--- config.mk ---
export PLATFORM = sky130hd
export DESIGN_NAME = psg_stereo_dac
export DESIGN_NICKNAME = d
export VERILOG_FILES = /design/src/rtl/psg_stereo_dac.sv
export SDC_FILE = /design/constraint.sdc
export NUM_CORES = 1
export LEC_CHECK = 0
export ABC_AREA = 1
export CAP_MARGIN = 20
export CORE_ASPECT_RATIO = 0.7
export CORE_MARGIN = 4
export CORE_UTILIZATION = 35
export CTS_CLUSTER_DIAMETER = 200
export DETAILED_ROUTE_END_ITERATION = 8
export DONT_BUFFER_PORTS = 1
export GPL_TIMING_DRIVEN = 0
export SETUP_SLACK_MARGIN = 0.02
export SYNTH_ARGS = -nofsm -noshare
export SYNTH_HDL_FRONTEND = slang
export SYNTH_SLANG_ARGS = --single-unit
--- constraint.sdc ---
create_clock -name CLK -period 2.85 [get_ports CLK]
set_clock_uncertainty 0.15 [all_clocks]
set_input_delay 0.57 -clock CLK [delete_from_list [all_inputs] [get_ports CLK]]
set_output_delay 0.57 -clock CLK [all_outputs]
set_load 0.1 [all_outputs]
--- src/rtl/psg_stereo_dac.sv ---
// PSG stereo mixer: samples three channel levels on CE, mixes them per stereo mode
// into 10-bit PCM one edge later, and drives first-order sigma-delta bitstreams.
module psg_stereo_dac (
  input  logic       CLK,
  input  logic       RESET_N,
  input  logic       CE,
  input  logic [7:0] CH_A,
  input  logic [7:0] CH_B,
  input  logic [7:0] CH_C,
  input  logic [1:0] MODE_SEL,
  output logic [9:0] AUDIO_L,
  output logic [9:0] AUDIO_R,
  output logic       VALID,
  output logic       DAC_L,
  output logic       DAC_R
);

  localparam int unsigned CH_W  = 8;
  localparam int unsigned PCM_W = 10;
  localparam int unsigned ACC_W = PCM_W + 1;

  localparam logic [1:0] MODE_MONO = 2'b00;
  localparam logic [1:0] MODE_ABC  = 2'b01;
  localparam logic [1:0] MODE_ACB  = 2'b10;

  logic [CH_W-1:0]  smp_a, smp_b, smp_c;
  logic [1:0]       smp_mode;
  logic             smp_valid;
  logic [PCM_W-1:0] mix_l_c, mix_r_c;
  logic [ACC_W-1:0] acc_l, acc_r;

  // Stage 1: sample registers; smp_valid marks a freshly latched sample
  always_ff @(posedge CLK or negedge RESET_N) begin
    if (!RESET_N) begin
      smp_a     <= '0;
      smp_b     <= '0;
      smp_c     <= '0;
      smp_mode  <= MODE_MONO;
      smp_valid <= 1'b0;
    end else begin
      smp_valid <= CE;
      if (CE) begin
        smp_a    <= CH_A;
        smp_b    <= CH_B;
        smp_c    <= CH_C;
        smp_mode <= MODE_SEL;
      end
    end
  end

  // Mixer: doubled channel sits on its own side, shared channel goes to both
  always_comb begin
    mix_l_c = '0;
    mix_r_c = '0;
    case (smp_mode)
      MODE_MONO: begin
        mix_l_c = PCM_W'(smp_a) + PCM_W'(smp_b) + PCM_W'(smp_c);
        mix_r_c = mix_l_c;
      end
      MODE_ABC: begin
        mix_l_c = PCM_W'({smp_a, 1'b0}) + PCM_W'(smp_b);
        mix_r_c = PCM_W'({smp_c, 1'b0}) + PCM_W'(smp_b);
      end
      MODE_ACB: begin
        mix_l_c = PCM_W'({smp_a, 1'b0}) + PCM_W'(smp_c);
        mix_r_c = PCM_W'({smp_b, 1'b0}) + PCM_W'(smp_c);
      end
      default: begin
        mix_l_c = '0;
        mix_r_c = '0;
      end
    endcase
  end

  // Stage 2: PCM outputs update only for a freshly latched sample
  always_ff @(posedge CLK or negedge RESET_N) begin
    if (!RESET_N) begin
      AUDIO_L <= '0;
      AUDIO_R <= '0;
      VALID   <= 1'b0;
    end else begin
      VALID <= smp_valid;
      if (smp_valid) begin
        AUDIO_L <= mix_l_c;
        AUDIO_R <= mix_r_c;
      end
    end
  end

  // Sigma-delta: carry out of the 10-bit residue is the output bit, every cycle
  always_ff @(posedge CLK or negedge RESET_N) begin
    if (!RESET_N) begin
      acc_l <= '0;
      acc_r <= '0;
    end else begin
      acc_l <= {1'b0, acc_l[PCM_W-1:0]} + {1'b0, AUDIO_L};
      acc_r <= {1'b0, acc_r[PCM_W-1:0]} + {1'b0, AUDIO_R};
    end
  end

  assign DAC_L = acc_l[PCM_W];
  assign DAC_R = acc_r[PCM_W];

endmodule
==> flow_summary.toml, run 1 <==
[detailed_routing]
drc_errors = 0
drtPass1Iterations = 7
detail_route.wl_per_cell_um = 16.3
ant_nets = 0
wl_um = 13500
vias = 4165
drtIter0Drc = 178
routed_via_density = 5.02

[power]
p_leak_nw = 2.77
vdd_ir_drop_max_v = 0.000332
finalPower_mw = 5.45
pwr_density_cell_nw_per_um2 = 989

[finish]
final_cell_mix = "nand2_1, dfrtp_1, inv_1"
nNetsFinal = 726
layout.cells.non_filler = 829
postLayoutCoreUtil = 0.397
n_fill_cell = 1470
syn2layout_area_growth_pct = 11.4
drive_gt1_frac = 0.0798
diodes = 0
layout_commonest_cell = "nand2_1"
multiInputGateArea_sq_um = 2910
regArea_sq_um = 1730

[synth]
ys_seq_area_frac = 0.349
synth_area_sq_um = 4950
synth_cell_types = 37
syn_nets = 712
synthCells = 620
yosys_warnings = 0
syn_area_per_cell_sq_um = 7.98
ys_seq_elements = 69

[floorplan]
start_util = 0.357
die_w_um = 150
die-area_sq_um = 16100
coreArea_sq_um = 13900
rows = 36
die_h_um = 107
io_pins = 52

[clock_tree]
cts_root_buf = "clkbuf_16"
clockBufferDepth = 2
cts_made_buffers = 9
clock_latency_ps = 340
cts.htree.levels = 3
cts_num_sinks = 69
clkTransAtPathRegs_ps = 60
cts_tree = "yes"

[placement]
dpl.cell_count = 810
place_congestion = 0.990
io_buffer_count = 0
dp_hpwl_um = 10800

[global_routing]
antenna_found_initial = 0
grt_pass1_vias = 4267
grt_usage = 0.178
grt_overflow = 0
grt_pass1_wl_um = 22300
grt_max_degree = 70

[setup_path]
endpoint_kind = "flip-flop"
worst-r2r-setup-slack_ps = 220
worstPathMaxFanout = 10
required_ps = 2920
r2r_start = "smp_mode[0]$_DFFE_PN0P_"
r2r_end = "AUDIO_L[9]$_DFFE_PN0P_"
r2r_cells = 14
cp_data_arrival_time_ps = 2700
crit_type = "reg2reg"
worstSetupStartpointType = "flip-flop"

[sta]
fin_tns_setup_ps = 0
rsz0062_at_grt = "false"
relSlewSlack = 0.339
post-route-min-period_ps = 2630
min_period_over_period = 0.925
fmax_mhz = 380
worst_pin_slew_ps = 992
slew_viol_final = 0
finalSetupViolations = 0
hold_viol_final = 0

[hold_path]
hold_path_class = "in2reg"
holdPathEnd = "smp_valid$_DFF_PN0_"
min_path_cells = 0
hp-start = "CE"

[status]
status = "complete, no violations"

[flow_run]
max_cap_violations = 0
## metrics by stage
step	worst slack (ps)	cell area, sq um	hold WS [ps]
3_3_place_gp	78.2	5180	127
3_5_place_dp	74.2	5180	127
2_1_floorplan	320	4950	124
5_1_grt	24.3	5510	98.7
4_1_cts	79.3	5480	103
6_report	215	5510	112
## state kept, by name, indices dropped and copies added, names as in the netlist
name,cells
acc_l,11
acc_r,11
AUDIO_L,10
AUDIO_R,9
smp_a,8
smp_b,8
smp_c,8
smp_mode,2
VALID,1
smp_valid,1
## repair_timing
action | 4_1_cts | 5_1_grt
hold buffers | 2 | 0
gates resized for setup | 0 | 9
buffers inserted | 0 | 1
hold endpoints to repair | 69 | 0
endpoints found under the setup margin | 0 | 10
## cells by family after synthesis
group | Yosys count | share of synthesized area
flops | 69 | 0.349
mux | 13 | 0.0296
compound gates | 92 | 0.102
simple gates | 283 | 0.240
buf+inv | 81 | 0.0647
fa+ha+maj | 63 | 0.181
xor+xnor | 19 | 0.0336
## power by group
| part | leakage (nW) | total (mW) | internal [mW] | switching [mW] |
|---|---|---|---|---|
| Sequential | 0.830 | 2.14 | 1.26 | 0.879 |
| Clock | 0.123 | 1.01 | 0.587 | 0.428 |
| Combinational | 1.81 | 2.29 | 0.903 | 1.39 |
| Total | 2.77 | 5.45 | 2.75 | 2.70 |
## how the worst max path moves through the flow
| stage | from | to | slack (ps) | depth (start not counted) |
|---|---|---|---|---|
| after global placement | AUDIO_L[0]$_DFFE_PN0P_ | acc_l[8]$_DFF_PN0_ | 80 | 7 |
| after global routing | smp_mode[1]$_DFFE_PN0P_ | AUDIO_L[9]$_DFFE_PN0P_ | 20 | 13 |
| final | smp_mode[0]$_DFFE_PN0P_ | AUDIO_L[9]$_DFFE_PN0P_ | 220 | 14 |
| after detailed placement | AUDIO_L[0]$_DFFE_PN0P_ | acc_l[8]$_DFF_PN0_ | 70 | 7 |
| after CTS | AUDIO_L[0]$_DFFE_PN0P_ | acc_l[8]$_DFF_PN0_ | 80 | 7 |
| after floorplan | AUDIO_L[0]$_DFFE_PN0P_ | acc_l[8]$_DFF_PN0_ | 320 | 7 |
## worst max-delay path: stages, from the launching register on
cell     delay [ps]
dfrtp_1         430
inv_2           110
nand2_4         100
buf_4           210
nand2_1          60
o21ai_0          90
ha_1            220
fa_1            420
nand3_1          90
nand2_1         140
and2_1          180
o22ai_1         110
nand2_1          90
nand2_1          80
nand2_1          50
## cell usage after synthesis (all sizes together)
master   count  area [sq um]
or2          3          18.8
buf          7          40.0
o221ai       1          8.76
clkinv       1          3.75
dfrtp       69          1730
nor3         2          10.0
nor2        32           128
inv         70           265
nand3       46           230
a21o         2          15.0
o21ai       44           228
and2         1          6.26
o21a         2          15.0
xor2        12           105
mux2        13           146
o211ai       2          15.0
nand3b      11          82.6
ha          49           613
a31oi        1          6.26
o22ai        1          6.26
o2111ai      2          17.5
a21oi       35           179
clkbuf       3          11.3
nand2      187           707
fa          14           280
xnor2        7          61.3
nand4        1          6.26
o21bai       2          15.0
## layout make-up
cell class,instances,share of cell area
flip-flops and latches,69,0.314
clock buffers,12,0.0429
well taps,190,0.0432
plain buffers,10,0.00977
multi-input cells,470,0.529
inverters,71,0.0488
repair buffers,3,0.00818
clock inverters,4,0.00454
## per-layer routing
layer  up-vias  wire length [um]  share of wire  GRT usage
li1       2068                 -              -          -
met3        14               909          0.067     0.0480
met1      1972              7320           0.54      0.275
met4         0               105         0.0078     0.0385
met2       111              5150           0.38      0.246
met5         -                 0              0          0
(Power assumes the default switching activity.)
==> run 2, diff against run 1 <==
Settings changed: CORE_MARGIN 4 to 1, HOLD_SLACK_MARGIN set to 0.15.
==> flow_summary.toml, run 2 (synthesis results as in run 1) <==
[setup_path]
r2r_cells = 14
cp_data_arrival_time_ps = 2750
worst-r2r-setup-slack_ps = 170
r2r_end = "AUDIO_R[7]$_DFFE_PN0P_"
r2r_start = "smp_c[1]$_DFFE_PN0P_"
worstSetupStartpointType = "flip-flop"
worstPathMaxFanout = 4
required_ps = 2920
crit_type = "reg2reg"
endpoint_kind = "flip-flop"

[hold_path]
hp-start = "CH_C[7]"
min_path_cells = 2
hold_path_class = "in2reg"
holdPathEnd = "smp_c[7]$_DFFE_PN0P_"

[clock_tree]
clock_latency_ps = 340
cts_root_buf = "clkbuf_16"
clkTransAtPathRegs_ps = 60
cts_num_sinks = 69
cts.htree.levels = 3
cts_tree = "yes"
cts_made_buffers = 9
clockBufferDepth = 2

[finish]
postLayoutCoreUtil = 0.410
nNetsFinal = 728
layout_commonest_cell = "nand2_1"
diodes = 0
syn2layout_area_growth_pct = 11.9
finalInstanceArea_sq_um = 5540
drive_gt1_frac = 0.0827
n_fill_cell = 1404
final_cell_mix = "nand2_1, dfrtp_1, inv_1"
reg.largest.list = "acc_l x11, acc_r x11, AUDIO_L x10"
layout.cells.non_filler = 826

[global_routing]
grt_pass1_wl_um = 21100
grt_usage = 0.193
grt_max_degree = 70
grt_overflow = 0
antenna_found_initial = 0
grt_pass1_vias = 4139

[sta]
fin_ws_ps = 173
hold_slack_ps = 206
worst_pin_slew_ps = 1010
min_period_over_period = 0.939
fin_tns_setup_ps = 0
rsz0062_at_grt = "false"
post-route-min-period_ps = 2680
slew_viol_final = 0
relSlewSlack = 0.326
hold_viol_final = 0
fmax_mhz = 374
finalSetupViolations = 0

[placement]
dp_hpwl_um = 10400
dpl.cell_count = 805
dp_slack_ps = -30.4
placed_area_sq_um = 5180
place_congestion = 0.885
io_buffer_count = 0

[detailed_routing]
drc_errors = 0
drtIter0Drc = 264
ant_nets = 0
detail_route.wl_per_cell_um = 15.6
routed_via_density = 5.08
vias = 4192
wl_um = 12900
drtPass1Iterations = 5

[floorplan]
rows = 35
coreArea_sq_um = 13500
io_pins = 52
die_h_um = 101
die-area_sq_um = 14600
die_w_um = 144
start_util = 0.367

[flow_run]
max_cap_violations = 0

[power]
finalPower_mw = 5.48
comb_power_share = 0.417
p_leak_nw = 2.78
p_int_mw = 2.80
clkPwrFrac = 0.192
switchingPower_mw = 2.68
p_sw_frac = 0.489
vdd_ir_drop_max_v = 0.000359
seq_power_share = 0.391
pwr_density_cell_nw_per_um2 = 990

[status]
status = "complete, no violations"
## run 2: what timing repair did
item	CTS	global route
hold endpoints to repair	70	0
setup endpoints to repair	1	6
hold buffers	3	0
resized for setup	1	7
buffers inserted	0	2
## run 2: worst max-delay path by stage
stage	slack, ps	startpoint	end
after floorplan	320	AUDIO_L[0]$_DFFE_PN0P_	acc_l[8]$_DFF_PN0_
after global placement	-2	AUDIO_L[0]$_DFFE_PN0P_	acc_l[8]$_DFF_PN0_
after detailed placement	-30	AUDIO_L[0]$_DFFE_PN0P_	acc_l[8]$_DFF_PN0_
after CTS	110	smp_mode[0]$_DFFE_PN0P_	AUDIO_L[9]$_DFFE_PN0P_
after global routing	50	smp_c[1]$_DFFE_PN0P_	AUDIO_R[7]$_DFFE_PN0P_
final	170	smp_c[1]$_DFFE_PN0P_	AUDIO_R[7]$_DFFE_PN0P_
## run 2: power groups by stage
stage	registers (mW)	logic (mW)	clock network [mW]
after floorplan	2.08	1.79	0
after global placement	2.16	2.17	0
after detailed placement	2.17	2.21	0
after CTS	2.15	2.26	1.08
after global routing	2.18	2.61	1.13
final	2.14	2.29	1.05
## run 2: layout make-up
cell class,instances,area (sq um),area share
sequential,69,1730,0.313
tap,185,231,0.0418
timing repair buffer,5,62.6,0.0113
clock buffer,13,260,0.0470
inverter,71,269,0.0486
clock inverter,3,20.0,0.00362
buffer,10,53.8,0.00972
multi-input combinational,470,2910,0.525
## run 2: worst max-delay path: stages, from the launching register on
cell     delay [ps]
dfrtp_1         430
inv_2           110
fa_1            400
inv_1            70
ha_1            190
inv_1            70
fa_1            410
inv_1           110
nand2_1         110
nand3_1          90
nand2_1          70
nand3_1         130
nand3_1         110
nand2_1          60
nand2_1          50
## run 2: routing by layer
| metal | global-route usage | routed length, um | vias up |
|---|---|---|---|
| li1 | - | - | 2065 |
| met1 | 0.302 | 6980 | 2004 |
| met2 | 0.259 | 4860 | 116 |
| met3 | 0.0482 | 962 | 7 |
| met4 | 0.0458 | 68 | 0 |
| met5 | 0 | 0 | - |
==> run 3, diff against run 2 <==
Settings changed: DONT_BUFFER_PORTS 1 to not set, PLACE_DENSITY set to 0.61.
==> flow_summary.toml, run 3 (synthesis results as in run 1) <==
[setup_path]
max_stage_delay_ps = 1110
crit_family = "buffers and inverters"
r2r_end = "AUDIO_L[9]$_DFFE_PN0P_"
crit_type = "reg2out"
worstSetupStartpointType = "flip-flop"
worstPathMaxFanout = 5
r2r_cells = 13
cp_data_arrival_time_ps = 2030
crit_chain = "buf_4, clkdlybuf4s50_1"
slowest_stage = "clkdlybuf4s50_1"
endpoint_kind = "output pin"
r2r_start = "smp_mode[1]$_DFFE_PN0P_"
required_ps = 2130
cp_num_buf_inv = 2
worst-r2r-setup-slack_ps = 200

[global_routing]
grt_overflow = 0
grt_max_degree = 70
grt_pass1_vias = 4215
antenna_found_initial = 0
grt_pass1_wl_um = 21500
grt_usage = 0.193

[finish]
nNetsFinal = 775
n_fill_cell = 1376
reg.largest.list = "acc_l x11, acc_r x11, AUDIO_L x10"
drive_gt1_frac = 0.0698
postLayoutCoreUtil = 0.445
layout_commonest_cell = "nand2_1"
diodes = 0
syn2layout_area_growth_pct = 21.2
final_cell_mix = "nand2_1, dfrtp_1, inv_1"
regArea_sq_um = 1730
multiInputGateArea_sq_um = 2910

[sta]
finalSetupViolations = 0
fmax_mhz = 364
post-route-min-period_ps = 2750
min_period_over_period = 0.964
rsz0062_at_grt = "true"
hold_viol_final = 0
hold_slack_ps = 193
slew_viol_final = 0
relSlewSlack = 0.339
worst_pin_slew_ps = 988

[floorplan]
die-area_sq_um = 14600
start_util = 0.367
io_pins = 52
rows = 35
die_h_um = 101
die_w_um = 144
coreArea_sq_um = 13500

[placement]
io_buffer_count = 51
place_congestion = 0.931
dp_hpwl_um = 10300

[detailed_routing]
ant_nets = 0
route.met3.wl_um = 894
detail_route.wl_per_cell_um = 14.8
wl_met2_um = 5050
drtIter0Drc = 259
routed_via_density = 4.97
drtPass1Iterations = 5
drc_errors = 0
met1_length_um = 6910
wl_um = 12900
top_layer = "met4"
vias = 4337

[power]
pwr_density_cell_nw_per_um2 = 960
vdd_ir_drop_max_v = 0.000479
finalPower_mw = 5.76
p_leak_nw = 2.97

[clock_tree]
cts_tree = "yes"
clock_latency_ps = 330
cts_root_buf = "clkbuf_16"
cts_num_sinks = 69
clkTransAtPathRegs_ps = 60
cts_made_buffers = 9
cts_hold_buffers = 0
clockBufferDepth = 2
cts.htree.levels = 3

[hold_path]
hold_path_class = "in2async"

[flow_run]
max_cap_violations = 0

[status]
status = "complete, no violations"
[run 3: area by class of cell]
| class | count | share of cell area |
|---|---|---|
| Inverter | 71 | 0.0449 |
| Tap cell | 185 | 0.0386 |
| Clock buffer | 12 | 0.0411 |
| Multi-Input combinational cell | 470 | 0.484 |
| Timing Repair Buffer | 52 | 0.0860 |
| Clock inverter | 4 | 0.00793 |
| Sequential cell | 69 | 0.288 |
| Buffer | 10 | 0.00897 |
[run 3: layer usage]
metal | vias up | global-route usage
li1 | 2149 | -
met2 | 127 | 0.268
met1 | 2055 | 0.303
met3 | 6 | 0.0364
met5 | - | 0
met4 | 0 | 0.0426
[run 3: worst max path at each step]
stage                                   endpoint  depth (start not counted)                     from
final                                 AUDIO_R[0]                          2   AUDIO_L[0]$_DFFE_PN0P_
after detailed placement  AUDIO_L[9]$_DFFE_PN0P_                         14  smp_mode[0]$_DFFE_PN0P_
after global placement       acc_r[10]$_DFF_PN0_                          1                  RESET_N
after CTS                             AUDIO_R[0]                          2   AUDIO_L[0]$_DFFE_PN0P_
after floorplan               acc_l[8]$_DFF_PN0_                          7   AUDIO_L[0]$_DFFE_PN0P_
after global routing      AUDIO_R[7]$_DFFE_PN0P_                         14     smp_c[1]$_DFFE_PN0P_
[run 3: worst register-to-register path: stages (launching register included)]
cell and delay, ps:
dfrtp_1 500, nand2_4 150, buf_4 210, nand2_1 60, o21ai_0 90, ha_1 220
fa_1 430, nand3_1 90, nand2_1 140, and2_1 180, o22ai_1 100, nand2_1 80
nand2_1 80, nand2_1 50
[run 3: where the power goes]
part / switching [mW] / internal, mW
registers: 0.209 / 1.28
logic: 2.08 / 1.08
clock network: 0.416 / 0.699
[run 3: metrics by stage]
step	setup TNS (ps)	cells	setup slack, ps	instance area [sq um]
after CTS	0	872	79.6	5980
final	0	873	104	6000
after global placement	-93710	856	-1360	5690
after detailed placement	0	856	155	5690
after global routing	0	873	2.59	6000
after floorplan	0	620	320	4950
[run 3: what timing repair did]
action                                  in CTS  in global routing
endpoints found under the setup margin       0                  8
setup buffers                                0                  1
gates resized for setup                      0                  5
